`config.mk`:
```
export PLATFORM = sky130hd
export DESIGN_NAME = debounce_scheduler_flat
export DESIGN_NICKNAME = d
export VERILOG_FILES = /design/src/rtl/debounce_scheduler_if.sv /design/src/rtl/debounce_scheduler.sv /design/src/flat_wrapper.sv
export SDC_FILE = /design/constraint.sdc
export NUM_CORES = 1
export LEC_CHECK = 0
export ABC_AREA = 1
export CORE_MARGIN = 2
export CORE_UTILIZATION = 40
export CTS_CLUSTER_SIZE = 10
export DETAILED_ROUTE_END_ITERATION = 7
export PLACE_DENSITY = 0.69
export SYNTH_ARGS = -nofsm -noshare
export SYNTH_HDL_FRONTEND = slang
export SYNTH_SLANG_ARGS = --single-unit
```
`constraint.sdc`:
```
create_clock -name i_Clk -period 3.5 [get_ports i_Clk]
set_clock_uncertainty 0.05 [all_clocks]
set_input_delay 0.35 -clock i_Clk [delete_from_list [all_inputs] [get_ports i_Clk]]
set_output_delay 0.35 -clock i_Clk [all_outputs]
set_load 0.05 [all_outputs]
```
`src/rtl/debounce_scheduler_if.sv`:
```
// Event handshake bundle between the debounce scheduler and its consumer.
// The master side presents a held event with valid; the slave side returns ready.
// An event is consumed on any edge where valid and ready are both high.
interface debounce_scheduler_if #(
  parameter int CH_W = 2
);
  logic            o_Event_Valid;
  logic [CH_W-1:0] o_Event_Ch;
  logic            o_Event_Level;
  logic            i_Event_Ready;

  modport master (
    output o_Event_Valid,
    output o_Event_Ch,
    output o_Event_Level,
    input  i_Event_Ready
  );

  modport slave (
    input  o_Event_Valid,
    input  o_Event_Ch,
    input  o_Event_Level,
    output i_Event_Ready
  );
endinterface

```
`src/rtl/debounce_scheduler.sv`:
```
// Time-shared stable-count debouncer: one scan pointer visits one channel per scan strobe.
// Latency: a change commits on the DEBOUNCE_LIMIT-th consecutive differing visit (+2 clocks with sync).
// Backpressure: a committing strobe repeats every clock while an unconsumed event is held.
// Optional feature macro: DEBOUNCE_SCHED_SYNC_EN adds a 2-flop synchronizer on every i_Bouncy bit.
module debounce_scheduler #(
  parameter int NUM_CH         = 4,
  parameter int DEBOUNCE_LIMIT = 20,
  parameter int SCAN_DIV       = 1,
  localparam int CH_W  = (NUM_CH > 1) ? $clog2(NUM_CH) : 1,
  localparam int CNT_W = (DEBOUNCE_LIMIT > 1) ? $clog2(DEBOUNCE_LIMIT) : 1,
  localparam int PRE_W = (SCAN_DIV > 1) ? $clog2(SCAN_DIV) : 1
) (
  input  logic                i_Clk,
  input  logic                i_Rst_L,
  input  logic [NUM_CH-1:0]   i_Bouncy,
  output logic [NUM_CH-1:0]   o_Debounced,
  output logic [CH_W-1:0]     o_Scan_Ch,
  debounce_scheduler_if.master evt
);

  localparam logic [CNT_W-1:0] CNT_LAST = CNT_W'(DEBOUNCE_LIMIT - 1);
  localparam logic [PRE_W-1:0] PRE_LAST = PRE_W'(SCAN_DIV - 1);
  localparam logic [CH_W-1:0]  PTR_LAST = CH_W'(NUM_CH - 1);

  logic [NUM_CH-1:0] w_In;
  logic [NUM_CH-1:0] r_Debounced;
  logic [CNT_W-1:0]  r_Cnt [NUM_CH];
  logic [CH_W-1:0]   r_Ptr;
  logic [PRE_W-1:0]  r_Pre;
  logic              r_Ev_Valid;
  logic [CH_W-1:0]   r_Ev_Ch;
  logic              r_Ev_Level;

`ifdef DEBOUNCE_SCHED_SYNC_EN
  logic [NUM_CH-1:0] r_Sync1;
  logic [NUM_CH-1:0] r_Sync2;

  // Two-flop synchronizer per input bit; scan logic only sees the second stage.
  always_ff @(posedge i_Clk) begin
    if (!i_Rst_L) begin
      r_Sync1 <= '0;
      r_Sync2 <= '0;
    end else begin
      r_Sync1 <= i_Bouncy;
      r_Sync2 <= r_Sync1;
    end
  end

  assign w_In = r_Sync2;
`else
  assign w_In = i_Bouncy;
`endif

  logic w_Strobe;
  logic w_Bit;
  logic w_Diff;
  logic w_At_Last;
  logic w_Consume;
  logic w_Commit_Req;
  logic w_Stall;
  logic w_Commit;

  assign w_Strobe     = (r_Pre == PRE_LAST);
  assign w_Bit        = w_In[r_Ptr];
  assign w_Diff       = (w_Bit != r_Debounced[r_Ptr]);
  assign w_At_Last    = (r_Cnt[r_Ptr] == CNT_LAST);
  assign w_Consume    = r_Ev_Valid & evt.i_Event_Ready;
  assign w_Commit_Req = w_Strobe & w_Diff & w_At_Last;
  // Only a strobe that would overwrite a still-held event is frozen.
  assign w_Stall      = w_Commit_Req & r_Ev_Valid & ~evt.i_Event_Ready;
  assign w_Commit     = w_Commit_Req & ~w_Stall;

  // Prescaler: wraps on each strobe, parks on the last value while stalled so the strobe repeats.
  always_ff @(posedge i_Clk) begin
    if (!i_Rst_L) begin
      r_Pre <= '0;
    end else if (w_Stall) begin
      r_Pre <= r_Pre;
    end else if (w_Strobe) begin
      r_Pre <= '0;
    end else begin
      r_Pre <= r_Pre + 1'b1;
    end
  end

  // Scan pointer and per-channel stable counts, updated only for the visited channel.
  always_ff @(posedge i_Clk) begin
    if (!i_Rst_L) begin
      r_Ptr       <= '0;
      r_Debounced <= '0;
      for (int i = 0; i < NUM_CH; i++) begin
        r_Cnt[i] <= '0;
      end
    end else if (w_Strobe && !w_Stall) begin
      if (!w_Diff || w_At_Last) begin
        r_Cnt[r_Ptr] <= '0;
      end else begin
        r_Cnt[r_Ptr] <= r_Cnt[r_Ptr] + 1'b1;
      end
      if (w_Commit) begin
        r_Debounced[r_Ptr] <= w_Bit;
      end
      r_Ptr <= (r_Ptr == PTR_LAST) ? '0 : r_Ptr + 1'b1;
    end
  end

  // One-deep event register: a new commit loads even on the consume edge, so there is no bubble.
  always_ff @(posedge i_Clk) begin
    if (!i_Rst_L) begin
      r_Ev_Valid <= 1'b0;
      r_Ev_Ch    <= '0;
      r_Ev_Level <= 1'b0;
    end else if (w_Commit) begin
      r_Ev_Valid <= 1'b1;
      r_Ev_Ch    <= r_Ptr;
      r_Ev_Level <= w_Bit;
    end else if (w_Consume) begin
      r_Ev_Valid <= 1'b0;
    end
  end

  assign o_Debounced       = r_Debounced;
  assign o_Scan_Ch         = r_Ptr;
  assign evt.o_Event_Valid = r_Ev_Valid;
  assign evt.o_Event_Ch    = r_Ev_Ch;
  assign evt.o_Event_Level = r_Ev_Level;

endmodule

```
`src/flat_wrapper.sv`:
```
// flat-port wrapper written by rule: the top's interface ports become plain ports
module debounce_scheduler_flat 
#(
  parameter int NUM_CH         = 4,
  parameter int DEBOUNCE_LIMIT = 20,
  parameter int SCAN_DIV       = 1,
  localparam int CH_W  = (NUM_CH > 1) ? $clog2(NUM_CH) : 1,
  localparam int CNT_W = (DEBOUNCE_LIMIT > 1) ? $clog2(DEBOUNCE_LIMIT) : 1,
  localparam int PRE_W = (SCAN_DIV > 1) ? $clog2(SCAN_DIV) : 1
)
  (i_Clk, i_Rst_L, i_Bouncy, o_Debounced, o_Scan_Ch, evt_o_Event_Valid, evt_o_Event_Ch, evt_o_Event_Level, evt_i_Event_Ready);
  debounce_scheduler_if evt_i ();
  input  logic i_Clk;
  input  logic i_Rst_L;
  input  logic [NUM_CH-1:0] i_Bouncy;
  output logic [NUM_CH-1:0] o_Debounced;
  output logic [CH_W-1:0] o_Scan_Ch;
  output wire logic [$bits(evt_i.o_Event_Valid)-1:0] evt_o_Event_Valid;
  output wire logic [$bits(evt_i.o_Event_Ch)-1:0] evt_o_Event_Ch;
  output wire logic [$bits(evt_i.o_Event_Level)-1:0] evt_o_Event_Level;
  input wire logic [$bits(evt_i.i_Event_Ready)-1:0] evt_i_Event_Ready;
  assign evt_o_Event_Valid = evt_i.o_Event_Valid;
  assign evt_o_Event_Ch = evt_i.o_Event_Ch;
  assign evt_o_Event_Level = evt_i.o_Event_Level;
  assign evt_i.i_Event_Ready = evt_i_Event_Ready;
  debounce_scheduler #(.NUM_CH(NUM_CH), .DEBOUNCE_LIMIT(DEBOUNCE_LIMIT), .SCAN_DIV(SCAN_DIV)) u_core (.i_Clk(i_Clk), .i_Rst_L(i_Rst_L), .i_Bouncy(i_Bouncy), .o_Debounced(o_Debounced), .o_Scan_Ch(o_Scan_Ch), .evt(evt_i));
endmodule
```
==> results.toml, run 1 <==
[global_routing]
grt_pass1_wl_mm = 5.66
grt_max_degree = 12
grt_pass1_vias = 1216
antenna_found_initial = 0
grt_usage_pct = 15.0
grt_overflow = 0

[final_layout]
syn2layout_area_growth_pct = 17.7
fill_cells = 385
nets = 222
n_antenna_cell = 0
drive_gt1_share_pct = 16.6
fin_cells = 261

[clocking]
h-tree-depth = 2
cts_buffer_depth = 2
postCtsHoldBufs = 0
cts-resized-gates = 0
clk_pin_slew_ns = 0.07
cts_setup_buffers = 0
insertion_delay_ns = 0.28
root_buffer = "clkbuf_8"
cts_buffers = 5
cts_tree = "done"
clock-sinks = 32

[floorplan]
die_y_um = 69.6
start_util_pct = 42.4
io_pins = 17
core_mm2 = 0.00406
dieArea_mm2 = 0.00484
num_rows = 23
die_width_um = 69.6

[route]
drtAntennaViolNets = 0
drt_wl_total_mm = 3.35
via_per_inst = 4.90
drt-wirelength-per-cell_um = 12.8
route.detailed.drc = 0
dr_total_vias = 1279
dr.first_iter.drc_count = 75
firstDrtPassIters = 4

[setup_path]
crit_path_top_delay_cell = "dfxtp_1"
cp_num_cells = 12
critPathLaunchType = "flip-flop"
criticalPathCategory = "reg2reg"
crit_chain = "inv_2, nand2_1, nand3_1, nand2_1, inv_1, ha_1, nand3_2, nor2_8, nand3_4, nand3_2, inv_2, nor2_1"
path_buf_inv = 3
crit_path_end_kind = "flip-flop"
path_max_fanout = 11
arrival_ns = 2.34
r2r_slack_ns = 1.06
cp_slowest_stage_delay_ns = 0.41
rr_endpoint = "u_core.r_Cnt[3][3]$_DFFE_PP_"
crit_family = "simple AND/OR/NAND/NOR gates"
crit_required_ns = 3.39
r2r_cells = 12

[synth]
yosysWarningCount = 0
synth.distinct_cells = 25
ys_async_sr_fraction_pct = 0
synth-edff-count = 20
synth.top_cells.by_area = "edfxtp_1 (35%), dfxtp_1 (14%), nand2_1 (9.8%)"
yosysTopAreaCell = "edfxtp_1"
synth.most_common_cell = "nand2_1"
synth_nets = 202
syn_area_per_cell_um2 = 9.06
syn_area_mm2 = 0.00172
ys_top_cells_by_count = "nand2_1 (45), nor2_1 (30), edfxtp_1 (20)"
yosys.area.top_type_share_pct = 34.9
ys.flop_type = "edfxtp_1"
seq_area_frac_synth_pct = 48.8
synth_seq_cells = 32
synthCells = 190

[power]
internal_power_uw = 716
switching_power_uw = 302
total_leakage_power_nw = 0.848
vdd_drop_max_uv = 244
power_frac_comb_pct = 21.2
swShare_pct = 29.7
power_frac_seq_pct = 45.1
pwr-share-clk_pct = 33.7
pwr_density_cell_mw_per_mm2 = 503

[worst_hold_path]
hold_end = "u_core.evt.o_Event_Level$_SDFFE_PN0P_"
hp-start = "u_core.evt.o_Event_Level$_SDFFE_PN0P_"
holdPathStages = 2
min_path_type = "reg2reg"

[timing]
fin_crit_ns = 2.44
tightest_slew_ns = 0.572
setup_viol = 0
rsz0062_at_grt = "false"
fin_ws_ns = 1.06
finalCritPeriodShare_pct = 69.8
hold_viol = 0
max-slew-margin-rel_pct = 61.8
slew_violations = 0
fin_setup_tns_ns = 0
fmax_ghz = 0.409

[placed_design]
place_ws_ns = 1.05
place_inst = 253
dp_hpwl_mm = 2.47
numPortBuffers = 16
place.gp.congestion = 0.891

[run_status]
status = "complete, no violations"

[run]
timing.max_cap.violations = 0
layer usage:
layer  part of all wire, %  vias up  GRT usage (%)
met1                    47      587           19.6
met2                    46       28           23.5
met4                   2.3        0           7.63
li1                      -      657              -
met5                     0        -              0
met3                   4.2        7           3.20
worst register-to-register path: stages (launching register included):
cell and delay, ns:
dfxtp_1 0.41, inv_2 0.18, nand2_1 0.08, nand3_1 0.07
nand2_1 0.08, inv_1 0.08, ha_1 0.20, nand3_2 0.14
nor2_8 0.23, nand3_4 0.16, nand3_2 0.11, inv_2 0.04
nor2_1 0.31
cells by family after synthesis:
| group | Yosys count | synth area share [%] |
|---|---|---|
| adder cells (fa/ha/maj) | 5 | 3.63 |
| AND/OR/NAND/NOR | 115 | 36.3 |
| AO/OA/AOI/OAI | 10 | 3.49 |
| flip-flops | 32 | 48.8 |
| XOR/XNOR | 2 | 1.02 |
| buffers and inverters | 26 | 6.69 |
flip-flops by register name (all words and copies together) (netlist names), named ones only:
| signal | count |
|---|---|
| u_core.evt.o_Event_Valid | 1 |
| u_core.o_Scan_Ch | 2 |
| u_core.evt.o_Event_Ch | 2 |
| u_core.r_Cnt | 20 |
| u_core.evt.o_Event_Level | 1 |
| u_core.o_Debounced | 4 |
power groups by stage:
stage	clock [mW]	sequential, mW	combinational [mW]
finish	0.344	0.459	0.216
detailed placement	0	0.468	0.216
CTS	0.348	0.460	0.217
floorplan	0	0.469	0.165
global placement	0	0.468	0.215
global route	0.366	0.463	0.241
how the worst max path moves through the flow:
stage,startpoint,slack [ns],endpoint
after floorplan,u_core.o_Scan_Ch[1]$_SDFFE_PN0N_,1.24,u_core.r_Cnt[3][0]$_DFFE_PP_
after global placement,flip-flop,1.14,u_core.r_Cnt[3][3]$_DFFE_PP_
after detailed placement,flip-flop,1.05,u_core.r_Cnt[3][3]$_DFFE_PP_
after CTS,flip-flop,1.04,u_core.r_Cnt[3][2]$_DFFE_PP_
after global routing,flip-flop,0.77,u_core.r_Cnt[3][1]$_DFFE_PP_
final,flip-flop,1.06,u_core.r_Cnt[3][3]$_DFFE_PP_
layout make-up:
cell class	instances	area, um2	area share (%)
Clock buffer	6	72.6	3.58
Multi-Input combinational cell	132	766	37.8
Tap cell	50	62.6	3.09
Clock inverter	2	35.0	1.73
Sequential cell	32	841	41.5
Inverter	23	88.8	4.39
Timing Repair Buffer	16	160	7.91
placed cells by master (no fill, tap or decap), drive strengths merged:
master	synthesis	final
ha	5	5
nand2	54	54
o21ai	1	1
o21bai	4	4
dfxtp	12	12
nor2	33	33
a21oi	5	5
or2	1	1
xnor2	1	1
nand3	21	21
clkinv	0	1
inv	23	23
bufinv	0	1
edfxtp	20	20
clkdlybuf4s50	0	16
xor2	1	1
nand4	6	6
clkbuf	0	6
metrics by stage:
stage | power [mW] | instance area [um2] | hold slack (ns) | util (%)
3_3_place_gp | 0.682 | 1920 | 0.388 | 47.3
3_5_place_dp | 0.684 | 1920 | 0.392 | 47.3
4_1_cts | 1.03 | 2030 | 0.406 | 49.9
2_1_floorplan | 0.634 | 1720 | 0.609 | -
5_1_grt | 1.07 | 2030 | 0.421 | 49.9
6_report | 1.02 | 2030 | 0.404 | 49.9
Note: power is estimated with default switching activity, not from simulation.
==> run 2: changes to the inputs <==
Settings changed: PLACE_DENSITY 0.69 to 0.72.
Clock period 3.5 ns to 2.1 ns, I/O delays scaled along.
==> run 2 against run 1 <==
Sequential power grew 66%. Highest routed layer unchanged. First-iteration DRC count increased by 51%. Combinational power increased by 99%. Hold slack got worse by 0.0057 ns. Clock power up 70%.
==> results.toml, run 2 (synthesized netlist as in run 1, its figures left out) <==
[setup_path]
critPathLaunchType = "flip-flop"
r2r_slack_ns = 0.16
cp_slowest_stage_delay_ns = 0.37
path_max_fanout = 7
criticalPathCategory = "reg2reg"
crit_path_end_kind = "flip-flop"
path_buf_inv = 3
crit_path_top_delay_cell = "dfxtp_4"
crit_family = "simple AND/OR/NAND/NOR gates"
crit_chain = "inv_4, nand2_1, nand3_1, nand2_1, inv_1, ha_4, nand3_4, nor2_8, nand3_4, nand3_2, inv_2, nor2_4"
crit_required_ns = 2.04
arrival_ns = 1.88

[clocking]
root_buffer = "clkbuf_8"
h-tree-depth = 2
cts_tree = "done"
cts_buffers = 5
clk_pin_slew_ns = 0.07
insertion_delay_ns = 0.29
clock-sinks = 32
cts_buffer_depth = 2

[route]
dr.first_iter.drc_count = 113
met3_length_um = 141
dr_total_vias = 1308
drt_wl_total_mm = 3.44
firstDrtPassIters = 4
drt-wirelength-per-cell_um = 12.5
wl_met1_mm = 1.55
route.detailed.drc = 0
via_per_inst = 4.77
drtAntennaViolNets = 0
wl_met2_mm = 1.71
top_layer = "met4"

[global_routing]
grt_usage_pct = 15.2
grt_pass1_vias = 1269
antenna_found_initial = 0
grt_max_degree = 12
grt_overflow = 0
grt_pass1_wl_mm = 5.84

[timing]
finalCritPeriodShare_pct = 92.3
setup_viol = 0
slew_violations = 0
fmax_ghz = 0.516
tightest_slew_ns = 0.614
rsz0062_at_grt = "false"
fin_crit_ns = 1.94
fin_ws_ns = 0.162
max-slew-margin-rel_pct = 59.0
hold_viol = 0

[final_layout]
n_antenna_cell = 0
final_cell_mix = "nand2_1 (42), nor2_1 (29), edfxtp_1 (20)"
max_flop_register = "u_core.r_Cnt"
fin_area_mm2 = 0.00217
nets = 235
syn2layout_area_growth_pct = 26.1
layout_commonest_cell = "nand2_1"
largest_reg_flops = 20
drive_gt1_share_pct = 25.4

[worst_hold_path]
min_path_type = "reg2reg"
hp-start = "u_core.evt.o_Event_Level$_SDFFE_PN0P_"

[placed_design]
numPortBuffers = 16
dp_hpwl_mm = 2.50
placed_area_mm2 = 0.00201
place_ws_ns = -0.0202
place.gp.congestion = 0.869

[power]
pwr_density_cell_mw_per_mm2 = 818
total_leakage_power_nw = 0.910
vdd_drop_max_uv = 388

[floorplan]
die_y_um = 69.6
dieArea_mm2 = 0.00484
die_width_um = 69.6
num_rows = 23
start_util_pct = 42.4
io_pins = 17
core_mm2 = 0.00406

[run_status]
status = "complete, no violations"

[run]
timing.max_cap.violations = 0
## run 2: changes by cell type in the layout (fill, tap and decap cells not counted), sizes merged
cell and delta:
buf +13, clkbuf -1, clkinvlp +1
## run 2: worst paths after layout
kind | cells past startpoint | to
worst min register to register | 2 | u_core.evt.o_Event_Level$_SDFFE_PN0P_
worst max register to register | 12 | u_core.r_Cnt[3][0]$_DFFE_PP_
worst max-delay path | 12 | u_core.r_Cnt[3][0]$_DFFE_PP_
worst min-delay path | 2 | u_core.evt.o_Event_Level$_SDFFE_PN0P_
## run 2: per-layer routing
layer / track usage (%) / vias to the layer above
met3: 3.92 / 6
li1: - / 683
met2: 25.3 / 28
met4: 3.92 / 0
met1: 19.7 / 591
met5: 0 / -
## run 2: final cells by class
| cell class | count | area [um2] |
|---|---|---|
| clock buffer | 5 | 68.8 |
| clock inverter | 3 | 42.5 |
| fill | 353 | 1890 |
| inverter | 23 | 91.3 |
| multi-input combinational | 132 | 801 |
| sequential | 32 | 847 |
| tap | 50 | 62.6 |
| timing repair buffer | 29 | 258 |
## run 2: worst min-delay path, cell delays in order, from the launching register on
cell and delay (ns):
dfxtp_1 0.31, inv_1 0.05, a21oi_1 0.05
## run 2: stage by stage
stage	hold WS [ns]	power (mW)	cells	setup TNS (ns)	utilization, %
floorplan	0.503	1.06	190	0	-
global placement	0.385	1.17	265	0	49.6
detailed placement	0.382	1.17	265	-0.101	49.6
CTS	0.400	1.76	273	0	52.4
global route	0.418	1.86	274	0	53.5
finish	0.398	1.77	274	0	53.5
## run 2: power breakdown
group | internal, mW | leakage, nW | switching (mW) | total (mW)
logic | 0.160 | 0.549 | 0.269 | 0.429
clock network | 0.351 | 0.0541 | 0.233 | 0.584
registers | 0.726 | 0.307 | 0.0358 | 0.762
total | 1.24 | 0.910 | 0.538 | 1.77
## run 2: what timing repair did
action                     in CTS  in global routing
pin swaps                       0                  2
gates resized for setup         1                  9
hold buffers                    0                  0
setup buffers                   0                  1
setup endpoints to repair       9                 42
==> run 3: changes to the inputs <==
Settings changed: GPL_TIMING_DRIVEN set to 0.
==> run 3 against run 2 <==
Via count rose by 0.54%. Sequential share of layout area up 0.38 points. Critical path depth is 1 lower. Register-to-register slack worse by 0.07 ns. Design area decreased by 0.81%. Sequential power decreased by 0.5%. Count of clock-buffer cells in the layout is 2 higher. Setup slack worse by 0.072 ns. Critical endpoint is now u_core.r_Cnt[3][1]$_DFFE_PP_. Highest routed layer unchanged.
==> results.toml, run 3 (synthesized netlist as in run 1, its figures left out) <==
[timing]
fin_setup_tns_ns = 0
finalCritPeriodShare_pct = 95.7
hold_viol = 0
fmax_ghz = 0.497
setup_viol = 0
fin_ws_ns = 0.0899
max-slew-margin-rel_pct = 62.2
fin_crit_ns = 2.01
whs_ns = 0.399
tightest_slew_ns = 0.567
slew_violations = 0

[run]
timing.max_cap.violations = 0

[route]
via_per_inst = 4.85
route.detailed.drc = 0
dr.first_iter.drc_count = 80
firstDrtPassIters = 4
drtAntennaViolNets = 0
drt-wirelength-per-cell_um = 12.7
dr_total_vias = 1315
drt_wl_total_mm = 3.45

[global_routing]
grt_overflow = 0
grt_pass1_vias = 1271
use_met3_pct = 3.92
grt_pass1_wl_mm = 5.58
grt_max_degree = 11
met1_usage_pct = 16.5
antenna_found_initial = 0
grt_usage_pct = 14.6
grt.busiest_layer = "met2"
use_met2_pct = 26.1

[final_layout]
fin_cells = 271
largest_reg_flops = 20
n_antenna_cell = 0
multi_input_area_um2 = 831
drive_gt1_share_pct = 28.5
layout_commonest_cell = "nand2_1"
final_cell_mix = "nand2_1 (36), nor2_1 (29), edfxtp_1 (20)"
max_flop_register = "u_core.r_Cnt"
final_core_util_pct = 53.1
fill_cells = 383
syn2layout_area_growth_pct = 25.1
nets = 232
regArea_um2 = 848
fin_area_mm2 = 0.00215

[placed_design]
place_ws_ns = -0.316
place_inst = 256
place.gp.congestion = 0.795
placed_area_mm2 = 0.00195
numPortBuffers = 16
dp_hpwl_mm = 2.29

[floorplan]
num_rows = 23
start_util_pct = 42.4
die_y_um = 69.6
die_width_um = 69.6
core_mm2 = 0.00406
io_pins = 17
dieArea_mm2 = 0.00484

[clocking]
h-tree-depth = 2
root_buffer = "clkbuf_8"
cts_tree = "done"
insertion_delay_ns = 0.29
clock-sinks = 32
cts_buffers = 5
postCtsHoldBufs = 0
cts_buffer_depth = 2
clk_pin_slew_ns = 0.06

[setup_path]
crit_path_end_kind = "flip-flop"
cpMostUsedCell = "nand2_1"
r2r_cells = 11
path_buf_inv = 3
cp_slowest_stage_delay_ns = 0.34
criticalPathCategory = "reg2reg"
critPathLaunchType = "flip-flop"
crit_required_ns = 2.03
arrival_ns = 1.94
path_max_fanout = 8
crit_chain = "buf_6, buf_4, nand2_1, nand3_1, nand2_1, nand2_1, nor2_8, nand3_4, nand3_2, inv_2, nor2_4"
crit_family = "simple AND/OR/NAND/NOR gates"
cp_num_cells = 11
crit_path_top_delay_cell = "dfxtp_2"

[worst_hold_path]
min_path_type = "reg2reg"
holdPathStages = 2

[power]
total_leakage_power_nw = 0.892
power_mw = 1.66
vdd_drop_max_uv = 439
pwr_density_cell_mw_per_mm2 = 772

[run_status]
status = "complete, no violations"
run 3: cell types whose count changed in the layout (fill, tap and decap cells not counted), moves of 3 or more:
cell,delta
buf_4,-6
nand2_1,-6
nand2_2,+6
nand3_1,-3
nand3_2,+3
run 3: report_power, final:
part           total [mW]  switching (mW)  internal (mW)
logic               0.451           0.285          0.166
registers           0.758          0.0307          0.727
clock network       0.454           0.222          0.232
run 3: final cells by class:
| type | instances | area share [%] |
|---|---|---|
| Inverter | 23 | 4.24 |
| Timing Repair Buffer | 23 | 9.88 |
| Multi-Input combinational cell | 132 | 38.6 |
| Buffer | 3 | 1.22 |
| Sequential cell | 32 | 39.4 |
| Clock inverter | 1 | 0.232 |
| Clock buffer | 7 | 3.54 |
| Tap cell | 50 | 2.91 |
run 3: what timing repair did:
| action | 4_1_cts | 5_1_grt |
|---|---|---|
| pin swaps | 2 | 8 |
| gates resized for setup | 4 | 18 |
| endpoints found under the setup margin | 35 | 48 |
| gates cloned | 0 | 0 |
| buffers inserted | 3 | 4 |
run 3: worst min-delay path, delay by kind of cell, from the launching register on:
| family | cells | cell delay, ns |
|---|---|---|
| AO/OA/AOI/OAI | 1 | 0.05 |
| buffers and inverters | 1 | 0.05 |
| flip-flops | 1 | 0.31 |
run 3: worst paths after layout:
kind,end,start,slack (ns)
worst max-delay path,u_core.r_Cnt[3][1]$_DFFE_PP_,flip-flop,0.09
worst min-delay path,u_core.evt.o_Event_Level$_SDFFE_PN0P_,u_core.evt.o_Event_Level$_SDFFE_PN0P_,0.40
worst max register to register,u_core.r_Cnt[3][1]$_DFFE_PP_,flip-flop,0.09
worst min register to register,u_core.evt.o_Event_Level$_SDFFE_PN0P_,u_core.evt.o_Event_Level$_SDFFE_PN0P_,0.40
run 3: layer usage:
layer	share of wire (%)	up-vias	routed length [um]
met4	1.7	0	57
met3	5.0	6	171
met5	0	-	0
met2	49	28	1700
met1	44	608	1520
li1	-	673	-
